**config.mk**
```make
export PLATFORM = sky130hd
export DESIGN_NAME = reg_file_8x8
export DESIGN_NICKNAME = d
export VERILOG_FILES = /design/src/rtl/regfile_pkg.sv /design/src/rtl/regfile_read_port.sv /design/src/rtl/reg_file_8x8.sv
export SDC_FILE = /design/constraint.sdc
export NUM_CORES = 1
export LEC_CHECK = 0
export BUFFER_PORTS_ARGS = -buffer_cell sky130_fd_sc_hd__buf_2
export CAP_MARGIN = 0
export CELL_PAD_IN_SITES_DETAIL_PLACEMENT = 0
export CELL_PAD_IN_SITES_GLOBAL_PLACEMENT = 2
export CORE_ASPECT_RATIO = 0.9
export CORE_MARGIN = 2
export CORE_UTILIZATION = 23
export DETAILED_ROUTE_END_ITERATION = 8
export PLACE_DENSITY_LB_ADDON = 0.3
export SLEW_MARGIN = 20
export SYNTH_ARGS = -nofsm -noshare
export SYNTH_HDL_FRONTEND = slang
export SYNTH_HIERARCHICAL = 1
export SYNTH_SLANG_ARGS = --single-unit
```
**constraint.sdc**
```tcl
create_clock -name CLK -period 2.8 [get_ports CLK]
set_input_delay 0.14 -clock CLK [delete_from_list [all_inputs] [get_ports CLK]]
set_output_delay 0.14 -clock CLK [all_outputs]
set_load 0.005 [all_outputs]
```
**src/rtl/regfile_pkg.sv**
```systemverilog
// -----------------------------------------------------------------------------
// regfile_pkg
// Shared constants and types for the 8x8 register file.
//   DATA_W   : register width
//   ADDR_W   : register address width, NUM_REGS = 2**ADDR_W
//   RD_DLY   : read-path delay (time units). Reference value for benches only;
//              the synthesizable read path is purely combinational.
//   WR_DLY   : write-commit delay after CLK posedge (reference value only)
//   RST_DLY  : register-clear delay after RESET rises (reference value only)
//   wr_state_e : write FSM states (WS_IDLE, WS_HOLD)
// -----------------------------------------------------------------------------
package regfile_pkg;

   localparam int DATA_W   = 8;
   localparam int ADDR_W   = 3;
   localparam int NUM_REGS = 1 << ADDR_W;
   localparam int RD_DLY   = 2;
   localparam int WR_DLY   = 1;
   localparam int RST_DLY  = 2;

   typedef enum logic {
      WS_IDLE = 1'b0,
      WS_HOLD = 1'b1
   } wr_state_e;

endpackage

```
**src/rtl/regfile_read_port.sv**
```systemverilog
// -----------------------------------------------------------------------------
// regfile_read_port
// One asynchronous read port of the register file: selects regs_i[addr_i] and,
// when fwd_en_i is set and the forward address matches, substitutes the
// in-flight write data (write-through forwarding).
// Ports:
//   regs_i      in   NUM_REGS x DATA_W  committed register contents
//   addr_i      in   ADDR_W             read select
//   fwd_en_i    in   1                  forwarding candidate valid
//   fwd_addr_i  in   ADDR_W             address of the forwarding candidate
//   fwd_data_i  in   DATA_W             data of the forwarding candidate
//   data_o      out  DATA_W             read data
// -----------------------------------------------------------------------------
module regfile_read_port
   import regfile_pkg::*;
(
   input  logic [NUM_REGS-1:0][DATA_W-1:0] regs_i,
   input  logic [ADDR_W-1:0]               addr_i,
   input  logic                            fwd_en_i,
   input  logic [ADDR_W-1:0]               fwd_addr_i,
   input  logic [DATA_W-1:0]               fwd_data_i,
   output logic [DATA_W-1:0]               data_o
);

   always_comb begin
      data_o = regs_i[addr_i];
      if (fwd_en_i && (fwd_addr_i == addr_i)) begin
         data_o = fwd_data_i;
      end
   end

endmodule

```
**src/rtl/reg_file_8x8.sv**
```systemverilog
// -----------------------------------------------------------------------------
// reg_file_8x8
// 8-entry x 8-bit register file with two asynchronous read ports and one
// stall-aware synchronous write port. A write that arrives while BUSYWAIT is
// high is captured into hold registers and committed on the first posedge
// where BUSYWAIT is low.
// Optional feature: define REGFILE_BYPASS_EN to forward an unstalled write
// (WRITE=1, BUSYWAIT=0) to any read port addressing the same register before
// the commit edge. Writes parked in the hold registers are never forwarded.
// Ports:
//   CLK          in   1       clock, posedge active
//   RESET        in   1       asynchronous active-high reset, clears all state
//   IN           in   DATA_W  write data
//   INADDRESS    in   ADDR_W  write register select
//   WRITE        in   1       write enable
//   BUSYWAIT     in   1       memory stall, blocks write commit
//   OUT1ADDRESS  in   ADDR_W  read port 1 select
//   OUT2ADDRESS  in   ADDR_W  read port 2 select
//   OUT1         out  DATA_W  read port 1 data
//   OUT2         out  DATA_W  read port 2 data
//   WR_PENDING   out  1       a write is parked waiting for BUSYWAIT to drop
// -----------------------------------------------------------------------------
module reg_file_8x8
   import regfile_pkg::*;
(
   input  logic              CLK,
   input  logic              RESET,
   input  logic [DATA_W-1:0] IN,
   input  logic [ADDR_W-1:0] INADDRESS,
   input  logic              WRITE,
   input  logic              BUSYWAIT,
   input  logic [ADDR_W-1:0] OUT1ADDRESS,
   input  logic [ADDR_W-1:0] OUT2ADDRESS,
   output logic [DATA_W-1:0] OUT1,
   output logic [DATA_W-1:0] OUT2,
   output logic              WR_PENDING
);

   // Storage and write FSM state
   logic [NUM_REGS-1:0][DATA_W-1:0] regs_q;
   wr_state_e                       state_q, state_d;
   logic [ADDR_W-1:0]               hold_addr_q, hold_addr_d;
   logic [DATA_W-1:0]               hold_data_q, hold_data_d;

   // Commit request produced by the FSM for this edge
   logic                            commit_en;
   logic [ADDR_W-1:0]               commit_addr;
   logic [DATA_W-1:0]               commit_data;
   logic [NUM_REGS-1:0]             wr_sel;

   // Forwarding candidate presented to both read ports
   logic                            fwd_en;

   // -------------------------------------------------------------------------
   // Write FSM: next state and commit decode. An X on WRITE or BUSYWAIT falls
   // through the if-conditions, so it produces neither a commit nor a state
   // change.
   // -------------------------------------------------------------------------
   always_comb begin
      state_d     = state_q;
      hold_addr_d = hold_addr_q;
      hold_data_d = hold_data_q;
      commit_en   = 1'b0;
      commit_addr = INADDRESS;
      commit_data = IN;

      case (state_q)
         WS_IDLE: begin
            if (WRITE) begin
               if (BUSYWAIT) begin
                  hold_addr_d = INADDRESS;
                  hold_data_d = IN;
                  state_d     = WS_HOLD;
               end else if (!BUSYWAIT) begin
                  commit_en = 1'b1;
               end
            end
         end
         WS_HOLD: begin
            // New requests are ignored while a write is parked, including on
            // the release edge itself.
            if (!BUSYWAIT) begin
               commit_en   = 1'b1;
               commit_addr = hold_addr_q;
               commit_data = hold_data_q;
               state_d     = WS_IDLE;
            end
         end
         default: begin
            state_d = WS_IDLE;
         end
      endcase
   end

   always_ff @(posedge CLK or posedge RESET) begin
      if (RESET) begin
         state_q     <= WS_IDLE;
         hold_addr_q <= '0;
         hold_data_q <= '0;
      end else begin
         state_q     <= state_d;
         hold_addr_q <= hold_addr_d;
         hold_data_q <= hold_data_d;
      end
   end

   // -------------------------------------------------------------------------
   // Register array: one-hot write select per entry
   // -------------------------------------------------------------------------
   genvar gi;
   generate
      for (gi = 0; gi < NUM_REGS; gi++) begin : g_wr_sel
         assign wr_sel[gi] = commit_en && (commit_addr == ADDR_W'(gi));
      end
   endgenerate

   always_ff @(posedge CLK or posedge RESET) begin
      if (RESET) begin
         regs_q <= '0;
      end else begin
         for (int i = 0; i < NUM_REGS; i++) begin
            if (wr_sel[i]) begin
               regs_q[i] <= commit_data;
            end
         end
      end
   end

   assign WR_PENDING = (state_q == WS_HOLD);

   // -------------------------------------------------------------------------
   // Forwarding: only a write that will commit directly from IDLE on the
   // coming edge is visible early; nothing is forwarded during reset.
   // -------------------------------------------------------------------------
`ifdef REGFILE_BYPASS_EN
   assign fwd_en = WRITE && !BUSYWAIT && (state_q == WS_IDLE) && !RESET;
`else
   assign fwd_en = 1'b0;
`endif

   // -------------------------------------------------------------------------
   // Read ports
   // -------------------------------------------------------------------------
   regfile_read_port u_rd1 (
      .regs_i     (regs_q),
      .addr_i     (OUT1ADDRESS),
      .fwd_en_i   (fwd_en),
      .fwd_addr_i (INADDRESS),
      .fwd_data_i (IN),
      .data_o     (OUT1)
   );

   regfile_read_port u_rd2 (
      .regs_i     (regs_q),
      .addr_i     (OUT2ADDRESS),
      .fwd_en_i   (fwd_en),
      .fwd_addr_i (INADDRESS),
      .fwd_data_i (IN),
      .data_o     (OUT2)
   );

endmodule

```
==> summary.txt, run 1 <==
Status
  – Status: finished, final reports clean

Timing
  – Post-route minimum period: 2.128 ns
  – Slew Limit Fails: 0
  – Final period utilization: 0.7601
  – Maximum clock rate: 469.9 MHz
  – Hold Vio Cnt, Final: 0
  – Fin worst setup slack: 0.6717 ns
  – Slew headroom: 0.4195
  – Fin Setup TNS: 0 ns
  – Final setup viols: 0
  – Hold_ws: 0.07338 ns
  – RSZ-0062 raised after global routing: no
  – Slew @ Worst Pin: 0.8681 ns
  – Clock skew: 0.006361 ns

Clock tree
  – Postcts setup bufs: 0
  – CTS Buffer Depth: 2
  – Clock root buffer master: clkbuf_16
  – H-tree depth: 3
  – Cts bufs inserted: 9
  – CTS sink count: 76
  – CTS tree: yes
  – Clk pin slew, worst setup/hold paths: 0.06 ns
  – Later-pin clock latency in the skew report: approximately 0.33 ns
  – Hold_buf cts: 1
  – Resize count post-CTS: 0

Cells and area
  – Area Growth Syn to Fin: 16.13%
  – Most common cell after layout, fill and taps aside: mux2_2
  – Nets: around 340
  – Share of cells above drive strength 1: 0.6149
  – # diodes: 0
  – Most frequent cells in the layout: mux2_2 (110), dfrtp_1 (76), buf_2 (37)
  – Post-route cell area: about 0.0052 mm2

Pwr
  – PD cells: between 800 and 900 mW/mm2
  – Total power: 4.226 mW
  – Max IR drop VDD: around 0.34 mV
  – Leakage Power: 2.143 nW

Drt
  – DR vias/cell: 4.673
  – Final ANT Viol Nets: 0
  – Via Count: 2673
  – Initial DRC Count: 100
  – Routed WL per cell: 20.71 um
  – Post-route DRC: 0
  – Pre-Repair DR Iteration Count: 4
  – Final wirelength: ~12000 um

Synth
  – Most used flip-flop cell after synthesis: dfrtp_1
  – Yosys reg bits: 76
  – Syn_area_per_cell: between 15 and 20 um2
  – Synth Cell Area: approximately 0.0045 mm2
  – Sequential element share of the synthesized area: 0.4241
  – Post-synthesis async set-or-reset flop share: 1.000
  – Syn Inst Count: 275
  – Synth cell types: 34
  – Number of synthesized flops with an enable pin: 0
  – Synth Warn #: 6

Global route
  – Gr usage total: 0.1239
  – Vias in the first global route: 2843
  – Grt total ovfl: 0
  – First-pass GRT wire length: between 15000 and 20000 um
  – Initial antenna violation count: 0
  – Largest net degree at the start of global routing: 50

Worst setup path
  – Worst Path Required: 2.66 ns
  – Setup crit end kind: output pin
  – Peak fanout along the critical path: 17
  – Data arrival, critical path: 1.99 ns
  – Crit path top cell by count: buf_2
  – Critical Path Start Type: input port
  – Worst path max stage delay: about 0.66 ns
  – Ordered cell list for the critical path: buf_2, mux4_1, mux2_2, mux2_4, buf_2
  – CP Class: in -> out
  – Slowest CP cell: mux4_1

Floorplan
  – Die Span X: between 150 and 200 um
  – Die height: approximately 140 um
  – Starting Density: 0.2341
  – Row count: 48
  – Die Area: ~0.021 mm2
  – Core Region: 0.01916 mm2
  – Ports: 38

Placed design
  – Detailed Place HPWL: 7609 um
  – Post-Place Worst Slack: roughly 0.67 ns
  – Final Wtd Congestion: 0.6730
  – PortBufs: 37
  – Placed Area: 0.004912 mm2

Hold path
  – Hold Crit Class: in -> reg

Run
  – Max-cap violations: 0
[path summary, 6_finish.rpt]
kind                                     start              to  slack (ns)  depth (start not counted)
worst max-delay path            OUT1ADDRESS[0]         OUT1[6]        0.67                          5
max in group asynchronous                RESET      regs_q[57]        1.66                          4
min in group asynchronous                RESET      regs_q[26]        0.44                          3
worst max register to register      WR_PENDING      regs_q[53]        0.81                          5
worst min-delay path                     IN[5]  hold_data_q[5]        0.07                          2
worst min register to register  hold_data_q[0]  hold_data_q[0]        0.50                          1
[area by class of cell]
class | instances | area, um2
clock buffers | 13 | 250.2
clock inverters | 2 | 35.03
fillers | 1941 | 13950
inverters | 3 | 11.26
multi-input cells | 183 | 2436
flip-flops and latches | 76 | 1902
well taps | 250 | 312.8
repair buffers | 45 | 260.3
[through the flow]
| stage | cells | util |
|---|---|---|
| final | 572 | 0.2718 |
| after global routing | 572 | 0.2718 |
| after CTS | 572 | 0.2718 |
| after detailed placement | 556 | 0.2564 |
| after global placement | 556 | 0.2564 |
| after floorplan | 276 | - |
[routing by layer]
metal	up-vias	global-route usage	routed length (um)
li1	1171	-	-
met1	1445	0.1809	6049
met2	51	0.1777	5151
met3	6	0.04195	564
met4	0	0.02492	81
met5	-	0	0
[where the power goes]
part	switching, mW	internal (mW)
Sequential	0.272	1.50
Combinational	0.433	0.870
Clock	0.438	0.709
Total	1.14	3.08
[cell usage after synthesis (all sizes together) (3+ instances only)]
master,number,area share
inv,3,0.0025
buf,10,0.028
clkbuf,4,0.0033
mux4,32,0.18
nor2,7,0.014
xnor2,6,0.012
nand2b,3,0.0059
a31oi,3,0.011
dfrtp,76,0.42
mux2,113,0.29
[worst max-delay path: cells and delay by family]
| kind | cells | cell delay (ns) |
|---|---|---|
| buf+inv | 2 | 0.64 |
| mux | 3 | 1.19 |
[cells by family after synthesis]
group / after synthesis / share of synthesized area
AND/OR/NAND/NOR: 21 / 0.04018
flip-flops: 76 / 0.4241
multiplexers: 145 / 0.4612
XOR/XNOR: 6 / 0.01172
other: 1 / 0.0008363
AO/OA/AOI/OAI: 9 / 0.02846
buffers and inverters: 17 / 0.03348
[sequential cells by signal, indices dropped and copies added, names as in the netlist]
| register | flops |
|---|---|
| hold_addr_q | 3 |
| hold_data_q | 8 |
| WR_PENDING | 1 |
| regs_q | 64 |
Note: power is estimated with default switching activity, not from simulation.
==> run 2: changes to the inputs <==
==> constraint.sdc (replaced) <==
create_clock -name CLK -period 1.75 [get_ports CLK]
set_input_delay 0.0875 -clock CLK [delete_from_list [all_inputs] [get_ports CLK]]
set_output_delay 0.0875 -clock CLK [all_outputs]
set_load 0.005 [all_outputs]
==> run 2 against run 1 <==
  * The flow now finishes with violations (setup timing)
  * Clock skew rose by 0.0026 ns
  * Design area up 10%
  * Die area did not move
  * Flip-flop and latch count is the same
  * Core utilization rose by 2.8 points
  * Worst setup slack lost 0.90 ns
  * Via count is 1.9% higher
  * Clock power increased by 70%
  * Sequential power is 62% higher
  * Global-route usage grew 0.29 points
  * Non-clock buffer count rose by 26
  * First-iteration DRC count is 41% higher
  * Critical path type is now reg -> out
==> summary.txt, run 2 (synthesized netlist as in run 1, its figures left out) <==
Cells and area
  – Largest reg by FF count: regs_q (unchanged)
  – # diodes: 0 (unchanged)
  – Layout Utilization: 0.2994 (was 0.2718)
  – Most common cell after layout, fill and taps aside: mux2_2 (unchanged)
  – Area Growth Syn to Fin: 27.93% (was 16.13%)
  – Max reg flops: 64 (unchanged)
  – Final cell count without fillers: 599 (was 572)
  – Share of cells above drive strength 1: 0.7106 (was 0.6149)
  – Nets: 365 (was 339)
  – Top flop regs: regs_q x64, hold_data_q x8, hold_addr_q x3 (unchanged)
  – Most frequent cells in the layout: mux2_2 (82), dfrtp_1 (75), mux4_2 (32) (was mux2_2 (110), dfrtp_1 (76), buf_2 (37))

Timing
  – Maximum clock rate: just over 500 MHz
  – RSZ-0062 raised after global routing: yes (was no)
  – Slew Limit Fails: 0 (unchanged)
  – Slew @ Worst Pin: 1.111 ns (was 0.8681 ns)
  – Slew headroom: 0.2571 (was 0.4195)
  – Hold Vio Cnt, Final: 0 (unchanged)
  – Post-route minimum period: 1.980 ns
  – Fin worst setup slack: -0.2299 ns (was 0.6717 ns)
  – Clock skew: 0.008943 ns (was 0.006361 ns)
  – Final period utilization: 1.131
  – Final setup viols: 16 (was 0)

Clock tree
  – CTS sink count: 76 (unchanged)
  – CTS Buffer Depth: 2 (unchanged)
  – Clk pin slew, worst setup/hold paths: 0.06 ns (about the same)
  – Cts bufs inserted: 9 (unchanged)
  – CTS tree: yes (unchanged)
  – Clock root buffer master: clkbuf_16 (unchanged)
  – Later-pin clock latency in the skew report: 0.34 ns (was 0.33 ns)
  – H-tree depth: 3 (unchanged)

Status
  – Status: finished with violations (was finished, final reports clean)
  – Violated checks: setup timing

Worst setup path
  – Crit path top cell by count: mux2_4 (was buf_2)
  – Cells on worst reg2reg path: 6 (was 5)
  – Setup crit end kind: output pin (unchanged)
  – CP Class: reg -> out (was in -> out)
  – Worst path max stage delay: 0.50 ns (was 0.66 ns)
  – Crit Reg-Reg Startpoint: WR_PENDING (unchanged)
  – Ordered cell list for the critical path: mux4_2, mux2_4, mux2_4, buf_6 (was buf_2, mux4_1, mux2_2, mux2_4, buf_2)
  – Critical Path Start Type: register (was input port)
  – Peak fanout along the critical path: 3 (was 17)
  – Worst R2R End: regs_q[17] (was regs_q[53])
  – Slowest CP cell: mux4_2 (was mux4_1)
  – Worst Path Required: 1.66 ns (was 2.66 ns)
  – Data arrival, critical path: 1.89 ns (was 1.99 ns)
  – Flop2flop setup slack: 0.05 ns (was 0.81 ns)

Drt
  – Initial DRC Count: 141 (was 100)
  – Via Count: 2723 (was 2673)
  – Pre-Repair DR Iteration Count: 4 (unchanged)
  – Post-route DRC: 0 (unchanged)
  – Final ANT Viol Nets: 0 (unchanged)
  – Final wirelength: 12360 um (was 11850 um)
  – Routed WL per cell: 20.64 um (was 20.71 um)
  – DR vias/cell: 4.546 (was 4.673)

Placed design
  – Detailed Place HPWL: 8014 um (was 7609 um)
  – PortBufs: 37 (unchanged)
  – Final Wtd Congestion: 0.6973 (was 0.6730)
  – Post-Place Cells: 576 (was 556)

Hold path
  – Hold EP: hold_data_q[1] (was hold_data_q[5])
  – Worst min-delay path startpoint: IN[1] (was IN[5])
  – Hold Crit Class: in -> reg (unchanged)
  – Hold Crit Depth: 2 (unchanged)

Floorplan
  – Die Area: 0.02063 mm2 (unchanged)
  – Starting Density: 0.2341 (unchanged)
  – Core Region: 0.01916 mm2 (unchanged)
  – Die Span X: 151.2 um (unchanged)
  – Row count: 48 (unchanged)
  – Die height: 136.5 um (unchanged)
  – Ports: 38 (unchanged)

Global route
  – Largest net degree at the start of global routing: 77 (was 50)
  – Gr usage total: 0.1268 (was 0.1239)
  – First-pass GRT wire length: 18580 um (was 18260 um)
  – Initial antenna violation count: 0 (unchanged)
  – Grt total ovfl: 0 (unchanged)
  – Vias in the first global route: 2867 (was 2843)

Pwr
  – Total power: 7.502 mW (was 4.226 mW)
  – PD cells: 1308 mW/mm2 (was 811.6 mW/mm2)
  – Leakage Power: 2.395 nW (was 2.143 nW)
  – Max IR drop VDD: 0.4059 mV (was 0.3439 mV)

Run
  – Max-cap violations: 0 (unchanged)
==> run 2: cell count changes in the layout (fill, tap and decap cells not counted), sizes merged <==
| cell | delta |
|---|---|
| clkbuf | -1 |
| inv | +1 |
| buf | +26 |
| clkinvlp | +2 |
| clkinv | -1 |
==> run 2: report_power, final <==
part           internal [mW]  leakage, nW  switching [mW]
combinational           1.86         1.32           0.798
sequential              2.41        0.921           0.473
clock                   1.19        0.150           0.767
==> run 2: area by class of cell <==
cell class                 count  area, um2
tap                          250      312.8
timing repair buffer          71      709.4
clock inverter                 4      55.05
fill                        1950      13420
inverter                       3      15.01
multi-input combinational    183       2485
clock buffer                  12      256.5
sequential                    76       1903
==> run 2: worst max-delay path by stage <==
stage,endpoint,slack [ns],start,depth (start not counted)
after global placement,OUT1[4],-0.06,OUT1ADDRESS[0],6
final,OUT2[0],-0.23,regs_q[56],4
after CTS,OUT2[2],-0.24,regs_q[58],4
after detailed placement,OUT1[4],-0.05,OUT1ADDRESS[0],6
after global routing,OUT1[4],-0.27,regs_q[60],4
after floorplan,regs_q[56],0.09,WR_PENDING,5
==> run 2: what timing repair did <==
action	4_1_cts	5_1_grt
pin swaps	0	1
setup endpoints to repair	40	34
resized for setup	63	5
cloned	0	0
setup buffers	3	3
hold buffers	1	0
hold endpoints to repair	76	0
==> run 2: metrics by stage <==
stage	cell area, um2	hold WS, ns	setup slack [ns]	TNS (ns)
2_1_floorplan	4492	0.2045	0.08950	0
3_3_place_gp	5216	0.2524	-0.05683	-0.5739
3_5_place_dp	5216	0.2494	-0.04635	-0.8100
4_1_cts	5699	0.007246	-0.2389	-3.633
5_1_grt	5737	0.02390	-0.2743	-4.087
6_report	5737	0.02512	-0.2299	-3.334
==> run 2: worst max-delay path: cells and delay by family, from the launching register on <==
family	cells	cell delay [ns]
DFF	1	0.39
muxes	3	1.05
buffers and inverters	1	0.11
==> run 2: layer usage <==
layer  track usage  vias to the layer above  wire (um)
met5             0                        -          0
met4       0.03427                        0        141
met3       0.02752                       11        479
met2        0.1988                       51       5783
met1        0.1769                     1457       5959
li1              -                     1204          -
